===== config.mk =====
export PLATFORM = sky130hd
export DESIGN_NAME = uart_rx_flat
export DESIGN_NICKNAME = d
export VERILOG_FILES = /design/src/rtl/uart_rx_if.sv /design/src/rtl/uart_rx.sv /design/src/flat_wrapper.sv
export SDC_FILE = /design/constraint.sdc
export NUM_CORES = 1
export LEC_CHECK = 0
export ABC_AREA = 1
export CAP_MARGIN = 20
export CORE_UTILIZATION = 35
export CTS_BUF_LIST = sky130_fd_sc_hd__clkbuf_8 sky130_fd_sc_hd__clkbuf_16
export DETAILED_ROUTE_END_ITERATION = 10
export GPL_ROUTABILITY_DRIVEN = 1
export REMOVE_ABC_BUFFERS = 1
export SLEW_MARGIN = 20
export SYNTH_ARGS = -nofsm -noshare
export SYNTH_HDL_FRONTEND = slang
export SYNTH_SLANG_ARGS = --single-unit

===== constraint.sdc =====
create_clock -name clk -period 1.8 [get_ports clk]
set_clock_uncertainty 0.05 [all_clocks]
set_input_delay 0.36 -clock clk [delete_from_list [all_inputs] [get_ports clk]]
set_output_delay 0.36 -clock clk [all_outputs]
set_load 0.1 [all_outputs]

===== src/rtl/uart_rx_if.sv =====
// Signal bundle between a UART receiver and its user: serial line in, received byte and status out.
interface uart_rx_if;
   logic       rx_in;
   logic       p_sel;
   logic [7:0] rx_data;
   logic       rx_valid;
   logic       parity_err;
   logic       frame_err;
   logic       rx_busy;

   modport master (
      output rx_in,
      output p_sel,
      input  rx_data,
      input  rx_valid,
      input  parity_err,
      input  frame_err,
      input  rx_busy
   );

   modport slave (
      input  rx_in,
      input  p_sel,
      output rx_data,
      output rx_valid,
      output parity_err,
      output frame_err,
      output rx_busy
   );
endinterface


===== src/rtl/uart_rx.sv =====
// UART receiver: 8 data bits LSB first, one parity bit (even/odd chosen per frame), one stop bit.
// Bits are sampled mid-period after a 2-flop synchronizer; results are presented with a 1-cycle strobe.
module uart_rx #(
   parameter int unsigned CLKS_PER_BIT = 16
) (
   input logic     clk,
   input logic     reset,
   uart_rx_if.slave bus
);

   localparam int unsigned CntW    = (CLKS_PER_BIT > 1) ? $clog2(CLKS_PER_BIT) : 1;
   localparam int unsigned HalfBit = CLKS_PER_BIT / 2;

   typedef enum logic [2:0] {StIdle, StStart, StData, StParity, StStop} state_e;

   state_e          state_q, state_d;
   logic [CntW-1:0] clk_cnt_q, clk_cnt_d;
   logic [2:0]      bit_cnt_q, bit_cnt_d;
   logic [7:0]      shift_q, shift_d;
   logic            psel_q, psel_d;
   logic            par_bit_q, par_bit_d;
   logic [7:0]      rx_data_q, rx_data_d;
   logic            rx_valid_q, rx_valid_d;
   logic            parity_err_q, parity_err_d;
   logic            frame_err_q, frame_err_d;

   logic sync1_q, rx_s_q, rx_prev_q;
   logic half_done, bit_done, exp_par;

   // rx_prev_q tracks rx_s every cycle so a low stop bit cannot look like a new start edge.
   always_ff @(posedge clk) begin
      if (reset) begin
         sync1_q   <= 1'b1;
         rx_s_q    <= 1'b1;
         rx_prev_q <= 1'b1;
      end else begin
         sync1_q   <= bus.rx_in;
         rx_s_q    <= sync1_q;
         rx_prev_q <= rx_s_q;
      end
   end

   assign half_done = (clk_cnt_q == CntW'(HalfBit - 1));
   assign bit_done  = (clk_cnt_q == CntW'(CLKS_PER_BIT - 1));
   assign exp_par   = psel_q ? (^shift_q) : ~(^shift_q);

   always_comb begin
      state_d      = state_q;
      clk_cnt_d    = clk_cnt_q;
      bit_cnt_d    = bit_cnt_q;
      shift_d      = shift_q;
      psel_d       = psel_q;
      par_bit_d    = par_bit_q;
      rx_data_d    = rx_data_q;
      rx_valid_d   = 1'b0;
      parity_err_d = parity_err_q;
      frame_err_d  = frame_err_q;

      unique case (state_q)
         StIdle: begin
            if (rx_prev_q && !rx_s_q) begin
               state_d   = StStart;
               clk_cnt_d = '0;
               psel_d    = bus.p_sel;
            end
         end
         StStart: begin
            if (half_done) begin
               clk_cnt_d = '0;
               bit_cnt_d = '0;
               state_d   = rx_s_q ? StIdle : StData;
            end else begin
               clk_cnt_d = clk_cnt_q + 1'b1;
            end
         end
         StData: begin
            if (bit_done) begin
               clk_cnt_d = '0;
               shift_d   = {rx_s_q, shift_q[7:1]};
               if (bit_cnt_q == 3'd7) begin
                  state_d = StParity;
               end else begin
                  bit_cnt_d = bit_cnt_q + 3'd1;
               end
            end else begin
               clk_cnt_d = clk_cnt_q + 1'b1;
            end
         end
         StParity: begin
            if (bit_done) begin
               clk_cnt_d = '0;
               par_bit_d = rx_s_q;
               state_d   = StStop;
            end else begin
               clk_cnt_d = clk_cnt_q + 1'b1;
            end
         end
         StStop: begin
            if (bit_done) begin
               clk_cnt_d    = '0;
               state_d      = StIdle;
               rx_valid_d   = 1'b1;
               rx_data_d    = shift_q;
               parity_err_d = par_bit_q ^ exp_par;
               frame_err_d  = ~rx_s_q;
            end else begin
               clk_cnt_d = clk_cnt_q + 1'b1;
            end
         end
         default: state_d = StIdle;
      endcase
   end

   always_ff @(posedge clk) begin
      if (reset) begin
         state_q      <= StIdle;
         clk_cnt_q    <= '0;
         bit_cnt_q    <= '0;
         shift_q      <= '0;
         psel_q       <= 1'b0;
         par_bit_q    <= 1'b0;
         rx_data_q    <= 8'h00;
         rx_valid_q   <= 1'b0;
         parity_err_q <= 1'b0;
         frame_err_q  <= 1'b0;
      end else begin
         state_q      <= state_d;
         clk_cnt_q    <= clk_cnt_d;
         bit_cnt_q    <= bit_cnt_d;
         shift_q      <= shift_d;
         psel_q       <= psel_d;
         par_bit_q    <= par_bit_d;
         rx_data_q    <= rx_data_d;
         rx_valid_q   <= rx_valid_d;
         parity_err_q <= parity_err_d;
         frame_err_q  <= frame_err_d;
      end
   end

   assign bus.rx_data    = rx_data_q;
   assign bus.rx_valid   = rx_valid_q;
   assign bus.parity_err = parity_err_q;
   assign bus.frame_err  = frame_err_q;
   assign bus.rx_busy    = (state_q != StIdle);

endmodule


===== src/flat_wrapper.sv =====
// flat-port wrapper written by rule: the top's interface ports become plain ports
module uart_rx_flat 
#(
   parameter int unsigned CLKS_PER_BIT = 16
)
  (clk, reset, bus_rx_in, bus_p_sel, bus_rx_data, bus_rx_valid, bus_parity_err, bus_frame_err, bus_rx_busy);
  uart_rx_if bus_i ();
  input logic clk;
  input logic reset;
  input wire logic [$bits(bus_i.rx_in)-1:0] bus_rx_in;
  input wire logic [$bits(bus_i.p_sel)-1:0] bus_p_sel;
  output wire logic [$bits(bus_i.rx_data)-1:0] bus_rx_data;
  output wire logic [$bits(bus_i.rx_valid)-1:0] bus_rx_valid;
  output wire logic [$bits(bus_i.parity_err)-1:0] bus_parity_err;
  output wire logic [$bits(bus_i.frame_err)-1:0] bus_frame_err;
  output wire logic [$bits(bus_i.rx_busy)-1:0] bus_rx_busy;
  assign bus_i.rx_in = bus_rx_in;
  assign bus_i.p_sel = bus_p_sel;
  assign bus_rx_data = bus_i.rx_data;
  assign bus_rx_valid = bus_i.rx_valid;
  assign bus_parity_err = bus_i.parity_err;
  assign bus_frame_err = bus_i.frame_err;
  assign bus_rx_busy = bus_i.rx_busy;
  uart_rx #(.CLKS_PER_BIT(CLKS_PER_BIT)) u_core (.clk(clk), .reset(reset), .bus(bus_i));
endmodule

# After elaboration in Yosys (flattened, before gate mapping)

Index checks and enable logic that the tools add are counted.

Register bits: 34
Bits in latches: 0
RAM bits: 0
Bits in read-only memories: 0
Output and inout port bits: 12
Logic and storage cells: 67
Memories kept: 0

$add $sub $neg: 2
Multipliers: 0
Div/mod/pow operators: 0
$lt $le $gt $ge: 0
Equality and inequality tests: 14
Shifts and indexed selects: 0
Multiplexer cells: 18
Bitwise logic cells: 4
Reductions and logical operators: 16

Operator list:

| kind                  | number |
|---|---|
| $mux W3               | 9 |
| $pmux W3 S5           | 1 |
| $mux W4               | 3 |
| $ne A2 B1 Y1 const B  | 6 |
| $pmux W4 S3           | 1 |
| $reduce_and A2 Y1     | 5 |
| $reduce_xor A8 Y1     | 1 |
| $eq A3 B2 Y1 const B  | 2 |
| $eq A3 B3 Y1 const B  | 2 |
| $pmux W3 S2           | 1 |
| $reduce_and A6 Y1     | 1 |
| $reduce_bool A3 Y1    | 2 |
| $add A4 B1 Y4 const B | 1 |
| $eq A4 B3 Y1 const B  | 1 |
| $eq A4 B4 Y1 const B  | 1 |
| $reduce_and A4 Y1     | 1 |
| $add A3 B1 Y3 const B | 1 |
| $eq A3 B1 Y1 const B  | 1 |
| $logic_not A3 Y1      | 1 |
| $not A1 Y1            | 3 |
| $reduce_or A3 Y1      | 1 |
| $mux W1               | 2 |
| $mux W2               | 1 |
| $ne A2 B2 Y1 const B  | 1 |
| other kinds (5)       | 5 |

# Depth between registers and ports, before layout

Word-level depth: 4
Mapped depth: 9
Gate-level depth less buffers: 9

# Worst setup path before layout

No wires, ideal clock.

Kind: reg2reg
From: reg u_core.state_q[0]
To: reg u_core.clk_cnt_q[3]
Setup time: 0.070 ns
Arrival time: 1.651 ns
Data required time: 1.680 ns
Setup slack: 0.029 ns
Stages on the path, launching flop included: 9
Clock period less this slack: 1.771 ns
Cells stage by stage: dfxtp_1 -> inv_1 -> nand2_1 -> nor2_1 -> inv_1 -> nor3_2 -> nor2_4 -> nand2_1 -> a21oi_1

Word-level cells in the longest chain between the ends: 4
Elaborated cells on any way between the ends: 10
Those cells by class: eq/ne: 5; mux: 1; reduce/logical: 4

Ends and longest elaborated chain:

| item                                         | RTL line       | RTL |
|---|---|---|
| start: declaration                           | uart_rx.sv:16  | `state_e state_q, state_d;` |
| start signal: assignment                     | uart_rx.sv:116 | `state_q <= StIdle;` |
| start signal: assignment                     | uart_rx.sv:127 | `state_q <= state_d;` |
| $eq A3 B2 Y1 or $eq A3 B3 Y1 (tied branches) | uart_rx.sv:59  | `unique case (state_q)` |
| $reduce_or A3 Y1 (no source line)            | --             |  |
| $reduce_bool A3 Y1 (no source line)          | --             |  |
| $reduce_and A2 Y1 (no source line)           | --             |  |
| end signal: assignment                       | uart_rx.sv:128 | `clk_cnt_q <= clk_cnt_d;` |
| end: declaration                             | uart_rx.sv:17  | `logic [CntW-1:0] clk_cnt_q, clk_cnt_d;` |

Several ways; a longest one is shown, not always the timed one.
A chain may end at the register's enable or synchronous reset.

# Final worst setup path

From: reg u_core.state_q[0]
To: out bus_rx_busy

Word-level cells in the longest chain between the ends: 1

Ends and longest elaborated chain:

| item               | RTL line           | RTL |
|---|---|---|
| $reduce_bool A3 Y1 | uart_rx.sv:144     | `assign bus.rx_busy = (state_q != StIdle);` |
| end: declaration   | flat_wrapper.sv:16 | `output wire logic [$bits(bus_i.rx_busy)-1:0] bus_rx_busy;` |

No other way between the ends.

==> impl_metrics.csv <==
group,metric,value,unit
run_status,run_status,"complete, no violations",
layout,layout.cells.non_filler,278,
floorplan,dieHeight,67.91,µm
timing,final.setup.tns,0,ns
route,postRouteAntennaNets,0,
critical_path,startpoint,"u_core.state_q[0]",
critical_path,cp_max_fo,5,
grt,track_usage,15.01,%
timing,period_needed,1.665,ns
timing,finalHoldViolations,0,
floorplan,die_area,0.004611,mm²
critical_path,cp.arrival,1.25,ns
timing,finalCritPeriodShare,92.48,%
layout,nNetsFinal,235,
clock_tree,cts_root_buf,"clkbuf_8",
floorplan,initial_utilization,37.20,%
route,drc,0,
hold_path,hp-class,"register to register",
timing,setup_violations,0,
clock_tree,clkLatencyLatePin,0.29,ns
timing,fmax,0.6008,GHz
yosys,yosysSeqAreaShare,44.77,%
critical_path,critical_path_required,1.39,ns
yosys,synthCells,206,
timing,relSlewSlack,76.90,%
route,dr.pass1.iters,4,
route,drt-initial-drc-count,47,
clock_tree,ctsLongestPathBuffers,2,
clock_tree,clock-sinks,34,
yosys,synth_area,0.001520,mm²
clock_tree,post_cts_buffers,0,
critical_path,start_kind,"register",
placed_design,place_inst,271,
yosys,synth-seq-cells,34,
layout,nFillCells,384,
clock_tree,cts_buffers,5,
route,avgViaCountPerCell,4.716,
yosys,avgSynthCellArea,7.380,µm²
timing,tightest_slew,0.3446,ns
placed_design,io_buffers,15,
clock_tree,cts_tree,"yes",
layout,drive_gt1_share,16.67,%
clock_tree,h-tree-depth,2,
timing,slew_violations,0,
route,via_count,1311,
grt,grt_pass1_vias,1158,
clock_tree,cts.clk_slew.worst_paths,0.07,ns
timing,rsz0062_at_grt,"no",
yosys,synth.distinct_cells,27,
job,maxCapViolCount,0,
critical_path,path_class,"register to primary output",
layout,diodes,0,
grt,antenna_found_initial,0,
clock_tree,cts-resized-gates,0,
floorplan,core,0.004086,mm²
placed_design,gp_routability_congestion,0.8438,
critical_path,end_kind,"primary output",
power,powerDensity,782.8,mW/mm²
grt,grt_max_degree,24,
power,p_leak,0.8826,nW
clock_tree,postCtsHoldBufs,0,
placed_design,place_hpwl,2046,µm
grt,gr-total-overflow,0,
yosys,synth_warnings,0,
layout,fin_util,47.64,%
grt,grt_first_pass_wirelength,5057,µm
route,wire_per_inst,10.45,µm
floorplan,io-pin-count,16,
floorplan,die_w,67.91,µm
route,routed_wl,2906,µm
hold_path,hold_path_startpoint,"u_core.sync1_q",
power,ir_drop,0.0005014,V
layout,syn2layout_area_growth,28.07,%
critical_path,r2r-start,"u_core.clk_cnt_q[0]",
floorplan,rows,23,
## cells in the mapped netlist, drive strengths merged
master / instances / area (µm²)
a21oi: 24 / 120.1
a22oi: 1 / 7.510
buf: 3 / 16.26
clkbuf: 2 / 7.510
dfxtp: 34 / 680.7
ha: 3 / 37.54
inv: 23 / 86.33
nand2: 37 / 141.4
nand3: 8 / 50.05
nand4: 2 / 12.51
nor2: 30 / 125.1
nor3: 1 / 10.01
o21ai: 26 / 130.1
o22ai: 1 / 6.260
or2: 4 / 27.53
xnor2: 3 / 26.28
xor2: 4 / 35.03
## worst max-delay path, stage by stage, from the launching register on
cell	delay, ns
dfxtp_1	0.41
inv_1	0.11
nand2_1	0.08
nor2_1	0.04
inv_1	0.13
buf_12	0.19
## path summary, 6_finish.rpt
path,to,slack (ns),depth (start not counted)
max,bus_rx_busy,0.14,5
max reg2reg,u_core.state_q[0],0.26,8
min,u_core.rx_s_q,0.36,1
min reg2reg,u_core.rx_s_q,0.36,1
## layer usage
| layer | GRT usage (%) | wire length (µm) | vias to the layer above |
|---|---|---|---|
| li1 | - | - | 705 |
| met1 | 19.25 | 1461 | 579 |
| met2 | 22.03 | 1259 | 19 |
| met3 | 5.167 | 118 | 8 |
| met4 | 7.813 | 68 | 0 |
| met5 | 0 | 0 | - |
## stage by stage
step	setup slack, ns	hold WS (ns)	area, µm²	total power, mW
CTS	0.1272	0.3655	1947	1.539
finish	0.1354	0.3602	1947	1.524
floorplan	0.02935	0.3395	1496	0.9424
global placement	0.2944	0.3492	1867	1.004
detailed placement	0.2756	0.3487	1867	1.003
global route	0.05398	0.3885	1947	1.604
## logic make-up after synthesis
family                   synth area share [%]
XOR/XNOR                                4.033
buffers and inverters                   7.242
AO/OA/AOI/OAI                           17.37
adder cells (fa/ha/maj)                 2.469
AND/OR/NAND/NOR                         24.12
flip-flops                              44.77
## cell usage in the layout (no fill, tap or decap), types with 3 or more instances in the layout
cell / count
nand2_1: 36
dfxtp_1: 34
nor2_1: 27
a21oi_1: 24
inv_1: 19
o21ai_0: 15
buf_12: 12
o21ai_1: 11
nand3_1: 6
inv_2: 5
clkbuf_8: 5
buf_4: 5
xor2_1: 4
xnor2_1: 3
ha_1: 3
clkdlybuf4s50_1: 3
## power by group
| group | internal, mW | switching (mW) | leakage, nW |
|---|---|---|---|
| sequential | 0.768 | 0.0163 | 0.275 |
| clock | 0.259 | 0.279 | 0.0414 |
| combinational | 0.0746 | 0.128 | 0.566 |
## sequential cells by signal (all words and copies together), names as in the netlist
name	cells
u_core.state_q	3
u_core.sync1_q	1
u_core.par_bit_q	1
u_core.bus.rx_valid	1
u_core.shift_q	8
u_core.clk_cnt_q	4
u_core.rx_prev_q	1
u_core.rx_s_q	1
u_core.bus.frame_err	1
u_core.bit_cnt_q	3
u_core.bus.rx_data	8
u_core.psel_q	1
u_core.bus.parity_err	1
## area by class of cell
type | instances | area [µm²] | share of cell area [%]
flip-flops and latches | 34 | 680.7 | 34.96
well taps | 50 | 62.56 | 3.213
clock buffers | 5 | 68.82 | 3.535
clock inverters | 2 | 11.26 | 0.5784
inverters | 23 | 86.33 | 4.434
multi-input cells | 144 | 729.5 | 37.47
repair buffers | 20 | 307.8 | 15.81
Note: power is estimated with default switching activity, not from simulation.
